--- config.mk ---
export PLATFORM = sky130hd
export DESIGN_NAME = mem_access_unit
export DESIGN_NICKNAME = d
export VERILOG_FILES = /design/src/rtl/mem_access_pkg.sv /design/src/rtl/mem_lane_align.sv /design/src/rtl/mem_access_unit.sv
export SDC_FILE = /design/constraint.sdc
export NUM_CORES = 1
export LEC_CHECK = 0
export CAP_MARGIN = 20
export CELL_PAD_IN_SITES_DETAIL_PLACEMENT = 1
export CELL_PAD_IN_SITES_GLOBAL_PLACEMENT = 2
export CORE_AREA = 2 2 165 328
export DETAILED_ROUTE_END_ITERATION = 6
export DIE_AREA = 0 0 167 330
export GPL_TIMING_DRIVEN = 0
export PLACE_DENSITY = 0.93
export SKIP_LAST_GASP = 1
export SLEW_MARGIN = 20
export SYNTH_ARGS = -nofsm -noshare
export SYNTH_HDL_FRONTEND = slang
export SYNTH_SLANG_ARGS = --single-unit
--- constraint.sdc ---
create_clock -name p_clk -period 2.66 [get_ports p_clk]
set_input_delay 0.399 -clock p_clk [delete_from_list [all_inputs] [get_ports p_clk]]
set_output_delay 0.399 -clock p_clk [all_outputs]
set_load 0.005 [all_outputs]
--- src/rtl/mem_access_pkg.sv ---
// ---------------------------------------------------------------------------
// mem_access_pkg
// Shared definitions for the MEM-stage load/store unit: access-size
// encodings, the controller state type and small size/alignment helpers.
// No ports (package).
// ---------------------------------------------------------------------------
package mem_access_pkg;

   localparam logic [1:0] SZ_BYTE  = 2'd0;
   localparam logic [1:0] SZ_HALF  = 2'd1;
   localparam logic [1:0] SZ_WORD  = 2'd2;
   localparam logic [1:0] SZ_DWORD = 2'd3;

   typedef enum logic [2:0] {
      IDLE,
      RD,
      LDX,
      MERGE,
      WR,
      RESP
   } state_t;

   // Access size in bytes: 1, 2, 4 or 8.
   function automatic logic [3:0] size_bytes(input logic [1:0] size);
      return 4'd1 << size;
   endfunction

   // An access must start on a multiple of its own size.
   function automatic logic is_misaligned(input logic [2:0] offset, input logic [1:0] size);
      case (size)
         SZ_HALF:  return offset[0];
         SZ_WORD:  return |offset[1:0];
         SZ_DWORD: return |offset;
         default:  return 1'b0;
      endcase
   endfunction

   // Right-justified all-ones mask covering one access of the given size.
   function automatic logic [63:0] size_mask(input logic [1:0] size);
      case (size)
         SZ_BYTE: return 64'h0000_0000_0000_00FF;
         SZ_HALF: return 64'h0000_0000_0000_FFFF;
         SZ_WORD: return 64'h0000_0000_FFFF_FFFF;
         default: return 64'hFFFF_FFFF_FFFF_FFFF;
      endcase
   endfunction

endpackage

--- src/rtl/mem_lane_align.sv ---
// ---------------------------------------------------------------------------
// mem_lane_align
// Combinational byte-lane steering between a 64-bit memory doubleword and a
// right-justified 1/2/4/8-byte operand.
//   dword     : doubleword read from memory
//   offset    : byte offset of the access inside the doubleword
//   size      : access size encoding (SZ_*)
//   sign_ext  : sign-extend the loaded lane (ignored for dwords)
//   wdata     : right-justified store operand
//   load_data : extracted and extended load result
//   merged    : dword with the addressed lane replaced by wdata
// ---------------------------------------------------------------------------
module mem_lane_align
   import mem_access_pkg::*;
#(
   parameter bit BIG_ENDIAN = 1'b0
) (
   input  logic [63:0] dword,
   input  logic [2:0]  offset,
   input  logic [1:0]  size,
   input  logic        sign_ext,
   input  logic [63:0] wdata,
   output logic [63:0] load_data,
   output logic [63:0] merged
);

   logic [2:0]  lane;
   logic [5:0]  shift;
   logic [63:0] mask;
   logic [63:0] lane_bits;

   // NOTE: every signal assigned here gets a value on every path before any
   // conditional override, so no latch can be inferred.
   always_comb begin
      lane = offset;
      // Big-endian puts byte offset 0 in the top byte, so the lane sits
      // (8 - size - offset) bytes above bit 0.
      if (BIG_ENDIAN) begin
         lane = 3'(4'd8 - size_bytes(size) - {1'b0, offset});
      end
      shift     = {lane, 3'b000};
      mask      = size_mask(size);
      lane_bits = (dword >> shift) & mask;

      load_data = lane_bits;
      if (sign_ext) begin
         case (size)
            SZ_BYTE: load_data = {{56{lane_bits[7]}},  lane_bits[7:0]};
            SZ_HALF: load_data = {{48{lane_bits[15]}}, lane_bits[15:0]};
            SZ_WORD: load_data = {{32{lane_bits[31]}}, lane_bits[31:0]};
            default: load_data = lane_bits;
         endcase
      end

      merged = (dword & ~(mask << shift)) | ((wdata & mask) << shift);
   end

endmodule

--- src/rtl/mem_access_unit.sv ---
// ---------------------------------------------------------------------------
// mem_access_unit
// Initiator side of the CustMem interface for the MEM stage. Takes one
// load/store at a time, issues doubleword-indexed memory requests (with
// read-modify-write for sub-doubleword stores) and returns extended load
// data with a one-cycle completion pulse.
//   p_clk, p_reset            : clock, synchronous active-high reset
//   p_reqValid/p_reqReady     : command handshake (ready only in IDLE)
//   p_reqWrite/Size/Signed    : command type, size encoding, load extension
//   p_reqAddr/p_reqWData      : byte address, right-justified store data
//   p_rspValid/Data/Misaligned: completion pulse, load result, alignment error
//   p_memReadRequest/WriteRequest/Address/WriteData : memory request side
//   p_memReadData/p_memWait   : memory read data (cycle after accept), stall
// ---------------------------------------------------------------------------
module mem_access_unit
   import mem_access_pkg::*;
#(
   parameter bit BIG_ENDIAN = 1'b0
) (
   input  logic        p_clk,
   input  logic        p_reset,
   input  logic        p_reqValid,
   output logic        p_reqReady,
   input  logic        p_reqWrite,
   input  logic [1:0]  p_reqSize,
   input  logic        p_reqSigned,
   input  logic [63:0] p_reqAddr,
   input  logic [63:0] p_reqWData,
   output logic        p_rspValid,
   output logic [63:0] p_rspData,
   output logic        p_rspMisaligned,
   output logic        p_memReadRequest,
   output logic        p_memWriteRequest,
   output logic [63:0] p_memAddress,
   output logic [63:0] p_memWriteData,
   input  logic [63:0] p_memReadData,
   input  logic        p_memWait
);

   state_t      state;
   logic [2:0]  cmd_offset;
   logic [1:0]  cmd_size;
   logic        cmd_signed;
   logic        cmd_write;
   logic [63:0] cmd_wdata;
   logic [63:0] load_data;
   logic [63:0] merged;

   assign p_reqReady = !p_reset && (state == IDLE);

   // Read data is consumed in LDX/MERGE, the cycle after the read accept.
   mem_lane_align #(
      .BIG_ENDIAN (BIG_ENDIAN)
   ) u_align (
      .dword     (p_memReadData),
      .offset    (cmd_offset),
      .size      (cmd_size),
      .sign_ext  (cmd_signed),
      .wdata     (cmd_wdata),
      .load_data (load_data),
      .merged    (merged)
   );

   // NOTE: state and registered outputs use non-blocking assignments so every
   // read in this block sees the pre-edge value.
   always_ff @(posedge p_clk) begin
      if (p_reset) begin
         state             <= IDLE;
         cmd_offset        <= '0;
         cmd_size          <= SZ_BYTE;
         cmd_signed        <= 1'b0;
         cmd_write         <= 1'b0;
         cmd_wdata         <= '0;
         p_rspValid        <= 1'b0;
         p_rspData         <= '0;
         p_rspMisaligned   <= 1'b0;
         p_memReadRequest  <= 1'b0;
         p_memWriteRequest <= 1'b0;
         p_memAddress      <= '0;
         p_memWriteData    <= '0;
      end else begin
         case (state)
            IDLE: begin
               if (p_reqValid && p_reqReady) begin
                  cmd_offset   <= p_reqAddr[2:0];
                  cmd_size     <= p_reqSize;
                  cmd_signed   <= p_reqSigned;
                  cmd_write    <= p_reqWrite;
                  cmd_wdata    <= p_reqWData;
                  // Set once here and held through RD/MERGE/WR.
                  p_memAddress <= {3'b000, p_reqAddr[63:3]};
                  if (is_misaligned(p_reqAddr[2:0], p_reqSize)) begin
                     p_rspValid      <= 1'b1;
                     p_rspMisaligned <= 1'b1;
                     p_rspData       <= '0;
                     state           <= RESP;
                  end else if (p_reqWrite && (p_reqSize == SZ_DWORD)) begin
                     // Whole-doubleword store needs no read-modify-write.
                     p_memWriteData    <= p_reqWData;
                     p_memWriteRequest <= 1'b1;
                     state             <= WR;
                  end else begin
                     p_memReadRequest <= 1'b1;
                     state            <= RD;
                  end
               end
            end
            RD: begin
               if (!p_memWait) begin
                  p_memReadRequest <= 1'b0;
                  state            <= cmd_write ? MERGE : LDX;
               end
            end
            LDX: begin
               p_rspData  <= load_data;
               p_rspValid <= 1'b1;
               state      <= RESP;
            end
            MERGE: begin
               p_memWriteData    <= merged;
               p_memWriteRequest <= 1'b1;
               state             <= WR;
            end
            WR: begin
               if (!p_memWait) begin
                  p_memWriteRequest <= 1'b0;
                  p_rspValid        <= 1'b1;
                  p_rspData         <= '0;
                  state             <= RESP;
               end
            end
            RESP: begin
               p_rspValid      <= 1'b0;
               p_rspMisaligned <= 1'b0;
               state           <= IDLE;
            end
            default: state <= IDLE;
         endcase
      end
   end

endmodule

==> results of run 1 <==
==> flip-flops by register name (all words and copies together) (netlist names) <==
register	count
cmd_offset	3
cmd_signed	1
cmd_size	2
cmd_wdata	64
cmd_write	1
p_memAddress	61
p_memReadRequest	1
p_memWriteData	64
p_memWriteRequest	1
p_rspData	64
p_rspMisaligned	1
p_rspValid	1
state	3
==> per-stage QoR <==
stage	TNS [ns]	hold slack (ns)	cells
finish	-0.08291	0.2844	2939
detailed placement	-85.80	0.4467	2885
global route	-0.1968	0.3112	2939
floorplan	0	0.4425	1822
global placement	-91.45	0.4399	2879
CTS	-0.7131	0.2768	2936
==> timing repair <==
| item | 4_1_cts | 5_1_grt |
|---|---|---|
| hold buffers | 0 | 0 |
| buffers inserted | 1 | 4 |
| pin swaps | 2 | 4 |
| gates resized for setup | 65 | 91 |
| endpoints found under the hold margin | 0 | 0 |
| endpoints found under the setup margin | 243 | 126 |
==> per-layer routing <==
| layer | vias up | part of all wire, % | GRT usage (%) |
|---|---|---|---|
| li1 | 7389 | - | - |
| met1 | 8170 | 32 | 30.83 |
| met2 | 796 | 52 | 61.33 |
| met3 | 321 | 5.1 | 5.655 |
| met4 | 0 | 11 | 29.95 |
| met5 | - | 0 | 0 |
==> cell families after synthesis <==
kind of cell           synth area share [%]
and+or+nand+nor                       28.54
DFF                                   36.71
other                               0.02575
buffers and inverters                 5.405
AOI/OAI and AO/OA                     20.78
muxes                                 8.541
==> final timing paths <==
kind	start	to
worst max-delay path	cmd_offset[1]	p_rspData[27]
worst min-delay path	p_reset	p_memWriteData[17]
worst max register to register	cmd_offset[1]	p_rspData[27]
worst min register to register	p_memWriteData[38]	p_memWriteData[38]
==> power groups by stage <==
stage | Sequential [mW] | Clock, mW | Combinational (mW)
floorplan | 4.54 | 0 | 1.56
finish | 4.60 | 4.18 | 3.55
global placement | 4.66 | 0 | 3.25
detailed placement | 4.67 | 0 | 3.29
global route | 4.62 | 4.38 | 3.71
CTS | 4.59 | 4.26 | 3.39
==> layout make-up <==
class	count	area, um^2
inverters	14	52.55
clock buffers	38	809.5
flip-flops and latches	267	5345
repair buffers	404	4024
clock inverters	12	131.4
fillers	6214	31630
well taps	665	832.0
multi-input cells	1370	8910
plain buffers	169	822.0
==> worst register-to-register path, delay by kind of cell (launching register included) <==
| family | cells | cell delay (ns) |
|---|---|---|
| compound gates | 2 | 0.61 |
| simple gates | 1 | 0.19 |
| buf+inv | 3 | 0.73 |
| mux | 1 | 0.78 |
| flops | 1 | 0.31 |
==> layout by cell type, fill, tap and decap left out, types with 18 or more instances in the layout <==
| cell | instances |
|---|---|
| clkbuf_2 | 41 |
| nand3b_1 | 134 |
| o2bb2ai_1 | 43 |
| a21oi_1 | 47 |
| mux2_2 | 34 |
| a211oi_1 | 29 |
| buf_2 | 26 |
| nand3_1 | 32 |
| clkdlybuf4s50_1 | 392 |
| nand2_1 | 469 |
| clkbuf_16 | 29 |
| and3b_1 | 18 |
| o31ai_1 | 18 |
| nor2_1 | 59 |
| dfxtp_1 | 267 |
| clkbuf_1 | 77 |
| mux2i_1 | 45 |
| o21ai_1 | 30 |
| a21o_1 | 19 |
| o21ai_0 | 76 |
| and2_1 | 24 |
==> metrics.cfg, run 1 <==
[synth]
synth-seq-area-share_pct=36.71
synthCells=1820
synth_top_cells_by_area=dfxtp_1 37%, nand2_1 12%, nand3b_1 6.9%, mux2i_1 3.4%, clkbuf_1 3.0%
synthTopCellsByCount=470 x nand2_1, 267 x dfxtp_1, 134 x nand3b_1
synth_edf_count=0
most_frequent_cell_after_synthesis=nand2_1
syn_area_cell_um2=8.001
synth_seq_cells=267
synth_warn=0
number_of_unique_standard_cell_types_used_by_synthesis=68
async_reset_ff_share_pct=0
synth_flop_cell=dfxtp_1
synth_top_cell_area_share_pct=36.71
synth_area_leader_cell=dfxtp_1
netlist_area_um2=14560

[run_status]
violated_checks=negative setup slack
status=complete, but fails checks

[sta]
report.final.slew_viol_count=0
achievable-frequency_mhz=367.0
rsz0062_at_grt=yes
final_hold_viol_count=0
final.min_clock_period_ns=2.725
max-slew-margin-rel_pct=32.34
post-route-period-util_pct=102.4
setup-violations-final=2
worst_slew_pin_slew_ns=1.015
layout_setup_ws_ns=-0.06505
worst_clock_skew_ns=0.01612

[floorplan]
boundaryPins=397
die_width_um=167
floorplan.rows=119
die_height_um=330
core_area_um2=52560
die_area_um2=55110
starting_density_of_the_core_pct=27.70

[route]
first_pass_iters=5
route.detailed.drc=0
avgViaCountPerCell=5.674
routed-via-count=16676
route.antenna.remaining_nets=0
drt-initial-drc-count=1018
wl_um=93760
routedWlPerCell_um=31.90

[power]
p_seq_share_pct=37.3
p_sw_mw=4.376
share_clk_of_total_power_pct=33.9
power_per_cell_area_nw_per_um2=589.5
power.internal_mw=7.959
finalPower_mw=12.34
power.leakage_nw=8.093
switching_share_pct=35.47
power_frac_comb_pct=28.8
max-vdd-ir-drop_uv=509.3

[layout]
num_antenna_cells=0
utilization_after_layout_pct=39.81
finish.net_count=2454
synthToLayoutAreaGrowth_pct=43.71
post_route_cells_drive_above_1_share_pct=12.40
design_area_um2=20930

[min_path]
holdPathStages=4
min_path_type=primary input to flop

[grt]
pin_count_of_the_biggest_net_entering_global_routing=16
global_route.overflow_total=0
track_usage_pct=33.13
first_global_vias=17921
grt_first_pass_wirelength_um=131100
grt_antenna_before_repair=1

[place]
gp_routability_congestion=1.135
post_dp_hpwl_um=76320
place_area_um2=19420
placement.io_buffers=392
post-place-ws_ns=-0.8097

[clocking]
numClockSinks=267
ctsLongestPathBuffers=3
clk_latency_ns=0.60
cts-buffers-inserted=28
tritoncts=done
clkTransAtPathRegs_ns=0.07
cts-root-buf=clkbuf_16
cts_htree_levels=1

[worst_setup_path]
reg2reg_setup_slack_ns=-0.07
worst_r2r_path_depth=7
critical_path_required_ns=3.14
arrival_ns=3.21
critical_path.top_delay_family=multiplexers
crit_path_most_repeated_cell=buf_4
crit_path_start_kind=flop
setup.worst_path.end_class=flop
critPathSlowestCell=mux2i_1
path_class=flop to flop
worst-path-max-fanout=10
slowest_delay_ns=0.78
worstSetupPathDepth=7
cp_num_buf_inv=3
timing.critical_path.cells=buf_4, buf_4, clkbuf_4, mux2i_1, nand2_1, a32o_1, a221o_1

[job]
max_cap_violations=0

No activity file was read; power rests on OpenSTA's default activity.
==> run 2: changes to the inputs <==
Settings changed: RECOVER_POWER set to 100.
==> run 2 against run 1 <==
Against the previous run: the run still ends with negative setup slack left; power shrank 0.54%; register-to-register slack lost 0.03 ns; routed wire length is essentially flat; final cell count is the same; non-clock buffer count is the same; worst hold slack gained 0.056 ns; critical endpoint is now p_memWriteData[23]; largest cell class unchanged.
==> metrics.cfg, run 2 (synthesized netlist as in run 1, its figures left out) <==
[run_status]
status=complete, but fails checks
violated_checks=negative setup slack

[sta]
fin_setup_tns_ns=-0.1321
rsz0062_at_grt=yes
final.min_clock_period_ns=2.753
achievable-frequency_mhz=363.2
max-slew-margin-rel_pct=33.23
post-route-period-util_pct=103.5
layout_setup_ws_ns=-0.09335
setup-violations-final=4
final_hold_viol_count=0
report.final.slew_viol_count=0
worst_clock_skew_ns=0.01528
worst_slew_pin_slew_ns=1.002

[layout]
layout.cells.most_common_list=469 x nand2_1, 267 x dfxtp_1, 197 x clkdlybuf4s50_1, 195 x dlygate4sd3_1, 134 x nand3b_1
finish.net_count=2454
fillers=6213
num_antenna_cells=0
synthToLayoutAreaGrowth_pct=43.52
layout.cells.most_common=nand2_1
reg_top3=cmd_wdata x64, p_memWriteData x64, p_rspData x64
post_route_cells_drive_above_1_share_pct=12.31

[worst_setup_path]
arrival_ns=3.21
timing.critical_path.cells=buf_4, buf_4, nor2b_1, clkbuf_1, a221oi_1, nor2_1, a211oi_1, o21ai_1
worst-path-max-fanout=10
slowest_delay_ns=0.69
crit_path_most_repeated_cell=buf_4
cp_num_buf_inv=3
reg2reg_setup_slack_ns=-0.09
setup.worst_path.end_class=flop
path_class=flop to flop
critical_path_required_ns=3.12
crit_path_start_kind=flop
critical_path.top_delay_family=compound AO/OA/AOI/OAI gates
critPathSlowestCell=a221oi_1

[clocking]
cts-buffers-inserted=28
cts_htree_levels=1
cts-root-buf=clkbuf_16
clkTransAtPathRegs_ns=0.07
ctsLongestPathBuffers=3
numClockSinks=267
clk_latency_ns=0.59
cts_hold_buffers=0
tritoncts=done

[grt]
global_route.overflow_total=0
track_usage_pct=33.13
grt_first_pass_wirelength_um=131100
first_global_vias=17921
grt_antenna_before_repair=1
pin_count_of_the_biggest_net_entering_global_routing=16

[floorplan]
die_height_um=330
boundaryPins=397
core_area_um2=52560
floorplan.rows=119
starting_density_of_the_core_pct=27.70
die_area_um2=55110
die_width_um=167

[place]
gp_routability_congestion=1.135
post-place-ws_ns=-0.8097
post_dp_hpwl_um=76320
placement.io_buffers=392

[power]
power.internal_mw=7.903
power_frac_comb_pct=28.5
power.leakage_nw=8.717
share_clk_of_total_power_pct=34.1
p_sw_mw=4.365
power_per_cell_area_nw_per_um2=587.0
switching_share_pct=35.58
p_seq_share_pct=37.5
max-vdd-ir-drop_uv=509.6

[route]
avgViaCountPerCell=5.681
wl_um=93720
routedWlPerCell_um=31.89
route.antenna.remaining_nets=0
drt-initial-drc-count=970
route.detailed.drc=0
routed-via-count=16697
first_pass_iters=5

[min_path]
min_path_type=primary input to flop

[job]
max_cap_violations=0

==> run 2: changes by cell type in the layout (fill, tap and decap cells not counted), moves of 3 or more <==
cell	before	now
buf_2	26	19
buf_1	8	5
clkbuf_2	41	48
clkbuf_1	77	82
dlygate4sd3_1	0	195
clkdlybuf4s50_1	392	197
==> run 2: per-stage QoR <==
step           instances  area [um^2]  utilization (%)  hold slack (ns)  total power, mW
2_1_floorplan       1822        14570                -           0.4425            6.100
3_3_place_gp        2879        19320            36.77           0.4399            7.907
3_5_place_dp        2885        19420            36.94           0.4467            7.963
4_1_cts             2936        20630            39.25           0.2768            12.24
5_1_grt             2939        20900            39.76           0.3493            12.65
6_report            2939        20900            39.76           0.3405            12.27
==> run 2: final timing paths <==
path / startpoint / end / depth (start not counted)
hold / removal: p_reqAddr[25] / p_memAddress[22] / 3
setup / recovery: cmd_offset[1] / p_memWriteData[23] / 8
setup reg to reg: cmd_offset[1] / p_memWriteData[23] / 8
hold reg to reg: p_memWriteData[38] / p_memWriteData[38] / 2
==> run 2: layer usage <==
metal / up-vias / GRT usage (%) / part of all wire (%)
li1: 7386 / - / -
met4: 0 / 29.95 / 11
met2: 808 / 61.33 / 52
met5: - / 0 / 0
met3: 317 / 5.655 / 5.2
met1: 8186 / 30.83 / 32
==> run 2: repair_timing <==
action | CTS | global route
setup buffers | 1 | 4
hold endpoints to repair | 0 | 0
endpoints found under the setup margin | 243 | 126
gates resized for setup | 65 | 91
pin swaps | 2 | 4
==> run 2: worst register-to-register path: stages (launching register included) <==
cell	delay (ns)
dfxtp_1	0.31
buf_4	0.19
buf_4	0.24
nor2b_1	0.09
clkbuf_1	0.37
a221oi_1	0.70
nor2_1	0.10
a211oi_1	0.50
o21ai_1	0.13
==> run 2: power groups by stage <==
stage	Sequential, mW	Clock [mW]	Combinational [mW]
floorplan	4.54	0	1.56
global placement	4.66	0	3.25
detailed placement	4.67	0	3.29
CTS	4.59	4.26	3.39
global route	4.61	4.38	3.66
finish	4.60	4.18	3.49
==> run 2: cell type report <==
type	instances	area, um^2	share of cell area, %
Sequential cell	267	5345	25.58
Tap cell	665	832.0	3.981
Clock inverter	12	131.4	0.6286
Multi-Input combinational cell	1370	8890	42.54
Buffer	169	814.5	3.898
Timing Repair Buffer	404	4024	19.25
Inverter	14	52.55	0.2515
Clock buffer	38	809.5	3.874
==> run 3: changes to the inputs <==
Settings changed: CTS_CLUSTER_DIAMETER set to 150.
Clock period 2.66 ns to 2.6 ns, I/O delays scaled along.
==> run 3 against run 2 <==
Against the previous run: the run still ends with negative setup slack left; clock skew rose by 0.0022 ns; power rose by 2.1%; sequential power rose by 2%; worst setup slack improved by 0.072 ns; core utilization fell by 0.12 points; worst hold slack got worse by 0.066 ns; clock-buffer cell count did not move; via count fell by 0.37%; final cell count barely moved.
==> metrics.cfg, run 3 (synthesized netlist as in run 1, its figures left out) <==
[run_status]
status=complete, but fails checks
violated_checks=negative setup slack

[floorplan]
core_area_um2=52560
die_area_um2=55110
starting_density_of_the_core_pct=27.70
die_height_um=330
floorplan.rows=119
boundaryPins=397
die_width_um=167

[place]
post_dp_hpwl_um=76320
gp_routability_congestion=1.135
placement.io_buffers=392
post-place-ws_ns=-0.8607

[layout]
finish.net_count=2451
reg_top3=cmd_wdata x64, p_memWriteData x64, p_rspData x64
fillers=6225
regArea_um2=5348
synthToLayoutAreaGrowth_pct=43.09
utilization_after_layout_pct=39.64
multi_input_gate_area_um2=8821
layout.cells.most_common=nand2_1
post_route_cells_drive_above_1_share_pct=11.89
layout.cells.most_common_list=470 x nand2_1, 265 x dfxtp_1, 197 x clkdlybuf4s50_1, 194 x dlygate4sd3_1, 134 x nand3b_1

[worst_setup_path]
worst-path-max-fanout=10
worst_r2r_startpoint=cmd_offset[0]
timing.critical_path.cells=buf_2, clkbuf_4, and3b_1, a211oi_2, nand2_1, a221oi_2, o31ai_1
reg2reg_setup_slack_ns=-0.02
worst_r2r_path_depth=7
timing.rr.end=p_memWriteData[51]
critical_path_required_ns=3.04
critPathSlowestCell=a211oi_2
slowest_delay_ns=0.49
arrival_ns=3.06
worst_setup_path_startpoint=cmd_offset[0]
worstSetupEndpoint=p_memWriteData[51]
setup.worst_path.end_class=flop
path_class=flop to flop
crit_path_start_kind=flop

[clocking]
ctsLongestPathBuffers=3
cts_hold_buffers=0
clkTransAtPathRegs_ns=0.07
cts-root-buf=clkbuf_16
tritoncts=done
clk_latency_ns=0.60
cts_htree_levels=1
cts-buffers-inserted=28
numClockSinks=267

[min_path]
min_path_type=primary input to flop
min-delay-start=p_reset

[sta]
post-route-period-util_pct=100.8
fin_worst_hold_slack_ns=0.2743
achievable-frequency_mhz=381.5
fin_setup_tns_ns=-0.02481
report.final.slew_viol_count=0
worst_slew_pin_slew_ns=1.030
layout_setup_ws_ns=-0.02120
final_hold_viol_count=0
max-slew-margin-rel_pct=31.34
rsz0062_at_grt=yes
worst_clock_skew_ns=0.01746
setup-violations-final=2
final.min_clock_period_ns=2.621

[route]
route.detailed.drc=0
route.antenna.remaining_nets=0
drt-initial-drc-count=1050
avgViaCountPerCell=5.662
first_pass_iters=7
routed-via-count=16636
routedWlPerCell_um=31.98
wl_um=93950

[power]
max-vdd-ir-drop_uv=522.4
power_per_cell_area_nw_per_um2=601.1
power.leakage_nw=8.695

[grt]
track_usage_pct=33.21
first_global_vias=17927
grt_antenna_before_repair=4
grt_first_pass_wirelength_um=131400
global_route.overflow_total=0
pin_count_of_the_biggest_net_entering_global_routing=16

[job]
max_cap_violations=0

run 3: cell count changes in the layout (fill, tap and decap cells not counted), sizes merged:
cell | previous run | this run
clkbuf | 172 | 167
buf | 47 | 49
diode | 0 | 2
dlygate4sd3 | 195 | 194
dlymetal6s2s | 0 | 1
run 3: worst min path at each step:
stage | to | cells past startpoint
after floorplan | p_memWriteData[18] | 2
after global placement | p_memWriteData[31] | 2
after detailed placement | p_memWriteData[38] | 2
after CTS | p_memWriteData[17] | 4
after global routing | p_memWriteData[16] | 4
final | p_memWriteData[17] | 4
run 3: worst max-delay path, delay by kind of cell (launching register included):
family / cells / cell delay [ns]
AND/OR/NAND/NOR: 2 / 0.34
buffers and inverters: 2 / 0.70
AO/OA/AOI/OAI: 3 / 1.04
flip-flops: 1 / 0.38
run 3: power breakdown:
| part | switching (mW) | internal (mW) |
|---|---|---|
| registers | 0.314 | 4.39 |
| logic | 2.24 | 1.31 |
| clock network | 1.89 | 2.38 |
run 3: repair_timing:
action | CTS | global route
endpoints found under the setup margin | 252 | 106
cloned | 0 | 0
pin swaps | 2 | 4
resized for setup | 78 | 66
setup buffers | 1 | 2
hold endpoints to repair | 0 | 0
run 3: final cells by class:
class	instances	share of cell area [%]
Multi-Input combinational cell	1370	42.33
Sequential cell	267	25.67
Timing Repair Buffer	402	19.24
Tap cell	665	3.993
Buffer	168	3.963
Clock buffer	38	3.885
Clock inverter	12	0.6305
Inverter	14	0.2642
Antenna cell	2	0.02402
run 3: metrics by stage:
stage | cells | instance area, um^2 | power [mW]
final | 2938 | 20840 | 12.52
after floorplan | 1822 | 14570 | 6.240
after CTS | 2935 | 20670 | 12.54
after global routing | 2936 | 20830 | 12.92
after detailed placement | 2885 | 19420 | 8.147
after global placement | 2879 | 19320 | 8.089
run 3: metal layers:
layer  GRT usage [%]  up-vias  part of all wire [%]
li1                -     7380                     -
met1           30.96     8143                    32
met2           61.59      788                    51
met3           5.775      325                   5.4
met4           29.50        0                    11
met5               0        -                     0
